[src/rtl/pipeline_pkg.sv]
// Shared pipeline definitions: opcode/funct constants, the bubble word,
// the fetch-state encoding and the rt-source helper used by IF and ID.
package pipeline_pkg;

   localparam logic [5:0] OP_R_TYPE = 6'b000000;
   localparam logic [5:0] OP_J      = 6'b000010;
   localparam logic [5:0] OP_JAL    = 6'b000011;
   localparam logic [5:0] OP_BEQ    = 6'b000100;
   localparam logic [5:0] OP_BNE    = 6'b000101;
   localparam logic [5:0] OP_SW     = 6'b101011;
   localparam logic [5:0] FUNCT_JR  = 6'b001000;

   // sll $0,$0,0
   localparam logic [31:0] NOP_INSTR = 32'h0000_0000;

   typedef enum logic [1:0] {
      ISSUE = 2'd0,   // request on the bus this cycle
      WAIT  = 2'd1,   // request outstanding, response wanted
      HOLD  = 2'd2,   // response parked in the skid buffer
      DROP  = 2'd3    // request outstanding, response to be thrown away
   } fetch_state_t;

   // rt is only read as a source by R-type, beq, bne and sw.
   function automatic logic rt_not_source(input logic [5:0] op);
      logic result;
      case (op)
         OP_R_TYPE, OP_BEQ, OP_BNE, OP_SW: result = 1'b0;
         default:                          result = 1'b1;
      endcase
      return result;
   endfunction

endpackage

[src/rtl/fetch_stage_checker.sv]
// Protocol checks on the instruction-memory interface of the fetch stage.
module fetch_stage_checker
   import pipeline_pkg::*;
(
   input logic         clk,
   input logic         rst_n,
   input fetch_state_t state,
   input logic         imem_rvalid
);

   // A response is only legal while a request is outstanding (WAIT or DROP).
   a_rvalid_outstanding: assert property (
      @(posedge clk) disable iff (!rst_n)
         !(imem_rvalid && ((state == ISSUE) || (state == HOLD)))
   );

endmodule

[src/rtl/if_id_decode.sv]
// Field split of the IF/ID instruction, shared by hazard detection and decode.
module if_id_decode
   import pipeline_pkg::*;
(
   input  logic [31:0] instr,
   output logic [5:0]  op,
   output logic [5:0]  funct,
   output logic [4:0]  rs,
   output logic [4:0]  rt,
   output logic        invalid_rt
);

   // Pure bit slicing plus the rt-source classification.
   always_comb begin
      op         = instr[31:26];
      funct      = instr[5:0];
      rs         = instr[25:21];
      rt         = instr[20:16];
      invalid_rt = rt_not_source(instr[31:26]);
   end

endmodule

[src/rtl/fetch_stage.sv]
// IF stage: PC register, single-outstanding fetch FSM with a one-entry skid
// buffer, and the IF/ID pipeline register.
module fetch_stage
   import pipeline_pkg::*;
#(
   parameter logic [31:0] RESET_PC  = 32'h0000_0000,
   parameter logic [31:0] NOP_INSTR = pipeline_pkg::NOP_INSTR
) (
   input  logic        clk,
   input  logic        rst_n,
   input  logic        PC_Stall,
   input  logic        IF_ID_Stall,
   input  logic        IF_ID_Flush,
   input  logic [31:0] redirect_pc,
   output logic        imem_req,
   output logic [31:0] imem_addr,
   input  logic        imem_rvalid,
   input  logic [31:0] imem_rdata,
   output logic        IF_ID_Valid,
   output logic [31:0] IF_ID_Instr,
   output logic [31:0] IF_ID_PC4,
   output logic [5:0]  IF_ID_OP,
   output logic [5:0]  IF_ID_Funct,
   output logic [4:0]  IF_ID_RS,
   output logic [4:0]  IF_ID_RT,
   output logic        IF_ID_invalidRt
);

   fetch_state_t state;
   fetch_state_t state_nxt;
   logic [31:0]  pc;
   logic [31:0]  pc_nxt;
   logic [31:0]  skid;
   logic [31:0]  skid_nxt;
   logic         valid_nxt;
   logic [31:0]  instr_nxt;
   logic [31:0]  pc4_nxt;
   logic [31:0]  pc_plus4;
   logic [31:0]  redirect_aligned;
   logic         stall;

   assign stall            = PC_Stall | IF_ID_Stall;
   assign pc_plus4         = pc + 32'd4;
   assign redirect_aligned = {redirect_pc[31:2], 2'b00};
   assign imem_req         = (state == ISSUE) & rst_n;
   assign imem_addr        = pc;

   // Next state, PC, skid and IF/ID contents; flush takes priority over stall.
   always_comb begin
      state_nxt = state;
      pc_nxt    = pc;
      skid_nxt  = skid;
      valid_nxt = IF_ID_Valid;
      instr_nxt = IF_ID_Instr;
      pc4_nxt   = IF_ID_PC4;
      if (IF_ID_Flush) begin
         pc_nxt    = redirect_aligned;
         valid_nxt = 1'b0;
         instr_nxt = NOP_INSTR;
         pc4_nxt   = 32'd0;
         case (state)
            ISSUE:   state_nxt = DROP;
            // A same-cycle response retires the outstanding request, so
            // there is nothing left to drop.
            WAIT:    state_nxt = imem_rvalid ? ISSUE : DROP;
            HOLD:    state_nxt = ISSUE;
            DROP:    state_nxt = imem_rvalid ? ISSUE : DROP;
            default: state_nxt = ISSUE;
         endcase
      end else begin
         case (state)
            ISSUE: begin
               state_nxt = WAIT;
               if (!stall) begin
                  valid_nxt = 1'b0;
                  instr_nxt = NOP_INSTR;
                  pc4_nxt   = 32'd0;
               end else begin
                  valid_nxt = IF_ID_Valid;
               end
            end
            WAIT: begin
               if (imem_rvalid && !stall) begin
                  valid_nxt = 1'b1;
                  instr_nxt = imem_rdata;
                  pc4_nxt   = pc_plus4;
                  pc_nxt    = pc_plus4;
                  state_nxt = ISSUE;
               end else if (imem_rvalid) begin
                  skid_nxt  = imem_rdata;
                  state_nxt = HOLD;
               end else if (!stall) begin
                  valid_nxt = 1'b0;
                  instr_nxt = NOP_INSTR;
                  pc4_nxt   = 32'd0;
               end else begin
                  state_nxt = WAIT;
               end
            end
            HOLD: begin
               if (!stall) begin
                  valid_nxt = 1'b1;
                  instr_nxt = skid;
                  pc4_nxt   = pc_plus4;
                  pc_nxt    = pc_plus4;
                  state_nxt = ISSUE;
               end else begin
                  state_nxt = HOLD;
               end
            end
            DROP: begin
               if (imem_rvalid) begin
                  state_nxt = ISSUE;
               end else begin
                  state_nxt = DROP;
               end
               if (!stall) begin
                  valid_nxt = 1'b0;
                  instr_nxt = NOP_INSTR;
                  pc4_nxt   = 32'd0;
               end else begin
                  valid_nxt = IF_ID_Valid;
               end
            end
            default: state_nxt = ISSUE;
         endcase
      end
   end

   // State, PC, skid buffer and IF/ID register.
   always_ff @(posedge clk or negedge rst_n) begin
      if (!rst_n) begin
         state       <= ISSUE;
         pc          <= RESET_PC;
         skid        <= 32'd0;
         IF_ID_Valid <= 1'b0;
         IF_ID_Instr <= NOP_INSTR;
         IF_ID_PC4   <= 32'd0;
      end else begin
         state       <= state_nxt;
         pc          <= pc_nxt;
         skid        <= skid_nxt;
         IF_ID_Valid <= valid_nxt;
         IF_ID_Instr <= instr_nxt;
         IF_ID_PC4   <= pc4_nxt;
      end
   end

   if_id_decode u_decode (
      .instr      (IF_ID_Instr),
      .op         (IF_ID_OP),
      .funct      (IF_ID_Funct),
      .rs         (IF_ID_RS),
      .rt         (IF_ID_RT),
      .invalid_rt (IF_ID_invalidRt)
   );

   fetch_stage_checker u_checker (
      .clk         (clk),
      .rst_n       (rst_n),
      .state       (state),
      .imem_rvalid (imem_rvalid)
   );

endmodule

[config.mk]
export PLATFORM = sky130hd
export DESIGN_NAME = fetch_stage
export DESIGN_NICKNAME = d
export VERILOG_FILES = /design/src/rtl/pipeline_pkg.sv /design/src/rtl/fetch_stage_checker.sv /design/src/rtl/if_id_decode.sv /design/src/rtl/fetch_stage.sv
export SDC_FILE = /design/constraint.sdc
export NUM_CORES = 1
export LEC_CHECK = 0
export BUFFER_PORTS_ARGS = -buffer_cell sky130_fd_sc_hd__buf_2
export CAP_MARGIN = 5
export CORE_AREA = 4 4 124 126
export DETAILED_ROUTE_END_ITERATION = 8
export DIE_AREA = 0 0 128 130
export PLACE_DENSITY = 0.75
export REMOVE_ABC_BUFFERS = 1
export SLEW_MARGIN = 20
export SYNTH_ARGS = -nofsm -noshare
export SYNTH_HDL_FRONTEND = slang
export SYNTH_HIERARCHICAL = 1
export SYNTH_SLANG_ARGS = --single-unit
[constraint.sdc]
create_clock -name clk -period 2 [get_ports clk]
set_input_delay 0.5 -clock clk [delete_from_list [all_inputs] [get_ports clk]]
set_output_delay 0.5 -clock clk [all_outputs]
set_load 0.01 [all_outputs]
---- Yosys cells after proc, flatten, opt, wreduce, memory -nomap -nowiden ----
Cells that the tools add are included.
storage, ports and cells
  flip-flop bits (word level) ............. 131
  latch bits .............................. 0
  RAM bits ................................ 0
  ROM bits ................................ 0
  input port bits ......................... 70
  memories kept ........................... 0
operators by class
  $add $sub $neg .......................... 1
  multipliers ............................. 0
  divide/modulo/power cells ............... 0
  $lt $le $gt $ge ......................... 0
  eq/ne operators ......................... 10
  shift operators ......................... 0
  muxes and demuxes ....................... 30
  bitwise logic cells ..................... 4
  reductions and logical operators ........ 11
operator list
  kind                   number
  $mux 32                12
  $pmux 32 s3            2
  $pmux 32 s2            1
  $add 32x3->32 const B  1
  $eq 6x3->1 const B     2
  $mux 2                 6
  $pmux 2 s4             1
  $eq 6x6->1 const B     1
  $logic_not 6->1        1
  $mux 1                 6
  $ne 3x3->1 const B     2
  $pmux 2 s3             1
  $ne 5x5->1 const B     1
  $eq 2x2->1 const B     2
  $ne 4x4->1 const B     1
  $reduce_and 4->1       1
  $reduce_or 2->1        2
  $reduce_or 4->1        1
  $pmux 1 s3             1
  $reduce_and 3->1       1
  $reduce_bool 3->1      1
  $eq 2x1->1 const B     1
  $logic_not 2->1        1
  $not 1->1              2
  5 further kinds        5

---- Depth between registers and ports, before layout ----
  depth after elaboration ................. 6
  gate-level depth with buffers ........... 10
  mapped depth without buffers ............ 7

---- Hierarchy ----
The synthesis kept the hierarchy.
modules (own cells, without submodules)
  module        times used  cells an instance  area each (µm²)  sequential area each (µm²)
  fetch_stage   1           639                6371.1           3228.1
  if_id_decode  1           26                 197.7            0.0

---- Worst setup path before layout ----
No wires, ideal clock.
  kind .................................... register to register
  start point ............................. register state[0]
  end point ............................... register pc[21], in the netlist imem_addr[21]
  library setup time ...................... 0.125 ns
  arrival time ............................ 1.849 ns
  data required time ...................... 1.875 ns
  setup slack ............................. 0.026 ns
  cell stages (with the launch flop) ...... 9
  buffers on the path ..................... 1
  period minus slack after synthesis ...... 1.974 ns
  cells stage by stage .................... dfrtp_1 inv_1 ha_1 buf_2 nor2b_1 o21ai_0 nor4b_1 xor2_1 mux2_2
on the way
  cells in the longest elaborated chain, start to end .. 3
  elaborated cells between the ends (all ways) .. 8
  those cells by class .................... eq/ne (4); mux (2); reduce/logical (2)
RTL lines
  element                                                       line                RTL
  start, declared                                               fetch_stage.sv:29   fetch_state_t state;
  start signal, assigned                                        fetch_stage.sv:140  state <= state_nxt;
  $eq 2x1->1 / $eq 2x2->1 (equally long branches)               fetch_stage.sv:71   case (state)
  $ne 3x3->1 (no line) (tied with other cells)                  -
  $reduce_and 3->1 (no line) / $mux 32 (equally long branches)  -
  end signal, assigned                                          fetch_stage.sv:141  pc <= pc_nxt;
  end, declared                                                 fetch_stage.sv:31   logic [31:0] pc;
Several ways; a longest one is shown, not always the timed one.
A chain may end at the register's enable or synchronous reset.

---- Worst setup path in the final report ----
Ends and elaborated chain as after synthesis.

==> impl_metrics.env <==
export IMPL_ys_warn_count=6
export IMPL_r2r_start="state[0]$_DFFE_PN0P_"
export IMPL_arrival_ns=2.27
export IMPL_core_um2=14310
export IMPL_worstPathRequired_ns=2.31
export IMPL_clk_latency_ns=0.42
export IMPL_synth_area_um2=6569
export IMPL_die_x_um=128
export IMPL_gp_congestion=0.8690
export IMPL_max_cap_violations=0
export IMPL_seq_area_frac_synth_pct=49.14
export IMPL_relSlewSlack_pct=51.92
export IMPL_ys_flop_type="dfrtp_1"
export IMPL_fin_crit_sh_pct=98.04
export IMPL_ant_nets=0
export IMPL_slew_viol_final=0
export IMPL_yosysMostFrequentCell="dfrtp_1"
export IMPL_synth_seq_cells=129
export IMPL_synthTopCellsByCount="129 x dfrtp_1, 113 x nand2_1, 83 x o21ai_0"
export IMPL_synthToLayoutAreaGrowth_pct=30.32
export IMPL_wl_met3_um=1509
export IMPL_setup_worst_path_class="reg -> reg"
export IMPL_hold_class="in -> async"
export IMPL_fin_nets=928
export IMPL_viasPerCell=5.433
export IMPL_fin_area_um2=8561
export IMPL_fin_ws_ns=0.03920
export IMPL_rows=44
export IMPL_ys_async_sr_fraction_pct=100.0
export IMPL_drive_above_1_share_pct=38.68
export IMPL_clock_path_buffers=2
export IMPL_h_tree_depth=4
export IMPL_drc=0
export IMPL_routedWlPerCell_um=17.10
export IMPL_clock_skew_ns=0.006006
export IMPL_synth_area_leaders="dfrtp_1 49%, nand2_1 6.5%, o21ai_0 6.3%, mux2_2 5.7%, xnor2_1 3.6%"
export IMPL_insertedDiodeCount=0
export IMPL_nFillCells=1203
export IMPL_synth_top_cell_by_area="dfrtp_1"
export IMPL_avgSynthCellArea_um2=9.878
export IMPL_fin_hold_ws_ns=0.1662
export IMPL_setup_viol=0
export IMPL_r2r_cells=8
export IMPL_seq_area_um2=3229
export IMPL_vias=5705
export IMPL_power_leakage_nw=4.029
export IMPL_postPlaceCellArea_um2=7789
export IMPL_grt_util_all_layers_pct=21.40
export IMPL_finalCriticalPeriod_ns=1.961
export IMPL_synth_top_area_share_pct=49.14
export IMPL_numCtsBuffers=17
export IMPL_ios=191
export IMPL_reg2reg_to="imem_addr[21]$_DFFE_PN0P_"
export IMPL_first_pass_iters=4
export IMPL_crit_path_max_fanout=7
export IMPL_synth_distinct_cells=54
export IMPL_p_total_mw=9.854
export IMPL_grt_pass1_vias=5505
export IMPL_drt_iter0_markers=307
export IMPL_worst_pin_slew_ns=0.7212
export IMPL_critPathLaunchType="flop"
export IMPL_vdd_drop_max_mv=0.5708
export IMPL_power_density_nw_per_um2=1151
export IMPL_dpl_worst_slack_ns=-0.05303
export IMPL_reg2reg_slack_ns=0.04
export IMPL_clk_pin_slew_ns=0.06
export IMPL_drt_met1_wl_um=7624
export IMPL_numPortBuffers=186
export IMPL_synth_enable_flop_cells=0
export IMPL_clock_sinks=129
export IMPL_overflow=0
export IMPL_top_layer_used="met4"
export IMPL_placed_cells=1014
export IMPL_synth_cells=665
export IMPL_endpoint_kind="flop"
export IMPL_dieArea_um2=16640
export IMPL_die_height_um=130
export IMPL_grt_pass1_wl_um=28210
export IMPL_tritoncts="yes"
export IMPL_root_buffer="clkbuf_16"
export IMPL_hold_viol_final=0
export IMPL_multi_input_area_um2=2984
export IMPL_initial_core_util_pct=45.89
export IMPL_hpwl_um=12570
export IMPL_route_met2_wl_um=8560
export IMPL_final_cells=1050
export IMPL_grt_antenna_before_repair=0
export IMPL_wirelength_um=17950
export IMPL_status="finished clean"
export IMPL_fmaxAchievable_mhz=510.0
export IMPL_grt_max_degree=130
[per-stage QoR]
step / util (%) / TNS [ns]
6_report: 59.81 / 0
5_1_grt: 59.81 / -0.4130
4_1_cts: 59.02 / 0
3_5_place_dp: 54.41 / -0.1321
3_3_place_gp: 54.41 / 0
2_1_floorplan: - / -245.19
[worst max path at each step]
stage | end | depth (start not counted) | start | slack [ns]
floorplan | IF_ID_PC4[18]$_DFFE_PN0P_ | 6 | state[1]$_DFFE_PN0P_ | -2.79
global placement | imem_addr[21]$_DFFE_PN0P_ | 8 | state[0]$_DFFE_PN0P_ | 0.02
detailed placement | IF_ID_PC4[22]$_DFFE_PN0P_ | 9 | state[0]$_DFFE_PN0P_ | -0.05
CTS | skid[20]$_DFFE_PN0P_ | 7 | state[1]$_DFFE_PN0P_ | 0.03
global route | IF_ID_PC4[22]$_DFFE_PN0P_ | 9 | state[0]$_DFFE_PN0P_ | -0.06
finish | imem_addr[21]$_DFFE_PN0P_ | 8 | state[0]$_DFFE_PN0P_ | 0.04
[routing by layer]
metal  track usage, %  up-vias
met5                0        -
li1                 -     2678
met2            34.35      268
met1            27.89     2735
met3            5.362       24
met4            8.739        0
[cells by family (layout without fill, tap and decap cells)]
family                   Yosys count  after routing  share of synthesized area, %
multiplexers                      36             36                         6.114
XOR/XNOR                          52             52                         6.933
AO/OA/AOI/OAI                    147            147                         13.30
other                              1              2                       0.05709
flip-flops                       129            129                         49.14
buffers and inverters             77            277                         6.953
AND/OR/NAND/NOR                  218            218                         16.55
adder cells (fa/ha/maj)            5              5                        0.9524
[power breakdown]
part / leakage, nW / internal [mW] / switching (mW)
Combinational: 2.05 / 1.34 / 1.52
Sequential: 1.67 / 3.20 / 0.447
Clock: 0.312 / 2.14 / 1.21
[placed cells by master (no fill, tap or decap), types with 4 or more instances in the layout]
cell type	Yosys	routed
a22oi_1	28	28
nand3_1	21	20
o21ai_1	4	5
mux2_2	33	33
a31o_2	4	4
inv_6	0	4
nor4_1	8	7
nor3_1	10	9
buf_12	0	8
bufinv_16	0	4
clkinv_4	0	4
buf_2	16	185
and2_1	5	5
dfrtp_1	129	128
buf_4	26	41
xnor2_1	27	27
ha_1	5	4
nor2_1	21	18
inv_1	8	6
xor2_1	25	25
nand4_1	15	15
and3_1	5	4
nand2_1	113	112
o21ai_0	83	81
a21oi_1	11	10
clkbuf_16	0	18
[area by class of cell]
class	instances	area share [%]
repair buffers	237	16.88
clock buffers	18	5.130
clock inverters	14	2.368
inverters	8	0.3508
flip-flops and latches	129	37.72
multi-input cells	460	34.86
well taps	184	2.689
[timing repair]
action / CTS / global route
hold buffers: 0 / 0
gates resized for setup: 2 / 22
cloned: 0 / 2
pin swaps: 0 / 2
endpoints found under the setup margin: 16 / 81
buffers inserted: 1 / 1
[flip-flops by register name, indices dropped and copies added, names as in the netlist]
| signal | cells |
|---|---|
| IF_ID_Instr | 32 |
| IF_ID_PC4 | 32 |
| skid | 32 |
| imem_addr | 30 |
| state | 2 |
| IF_ID_Valid | 1 |
[critical path, cell delays in order, from the launching register on]
cell and delay, ns:
dfrtp_1 0.43, inv_2 0.10, ha_1 0.21, nor2b_4 0.20
o21ai_1 0.09, buf_4 0.20, nor4b_4 0.27, xor2_1 0.09
mux2_2 0.26
(Power assumes the default switching activity.)
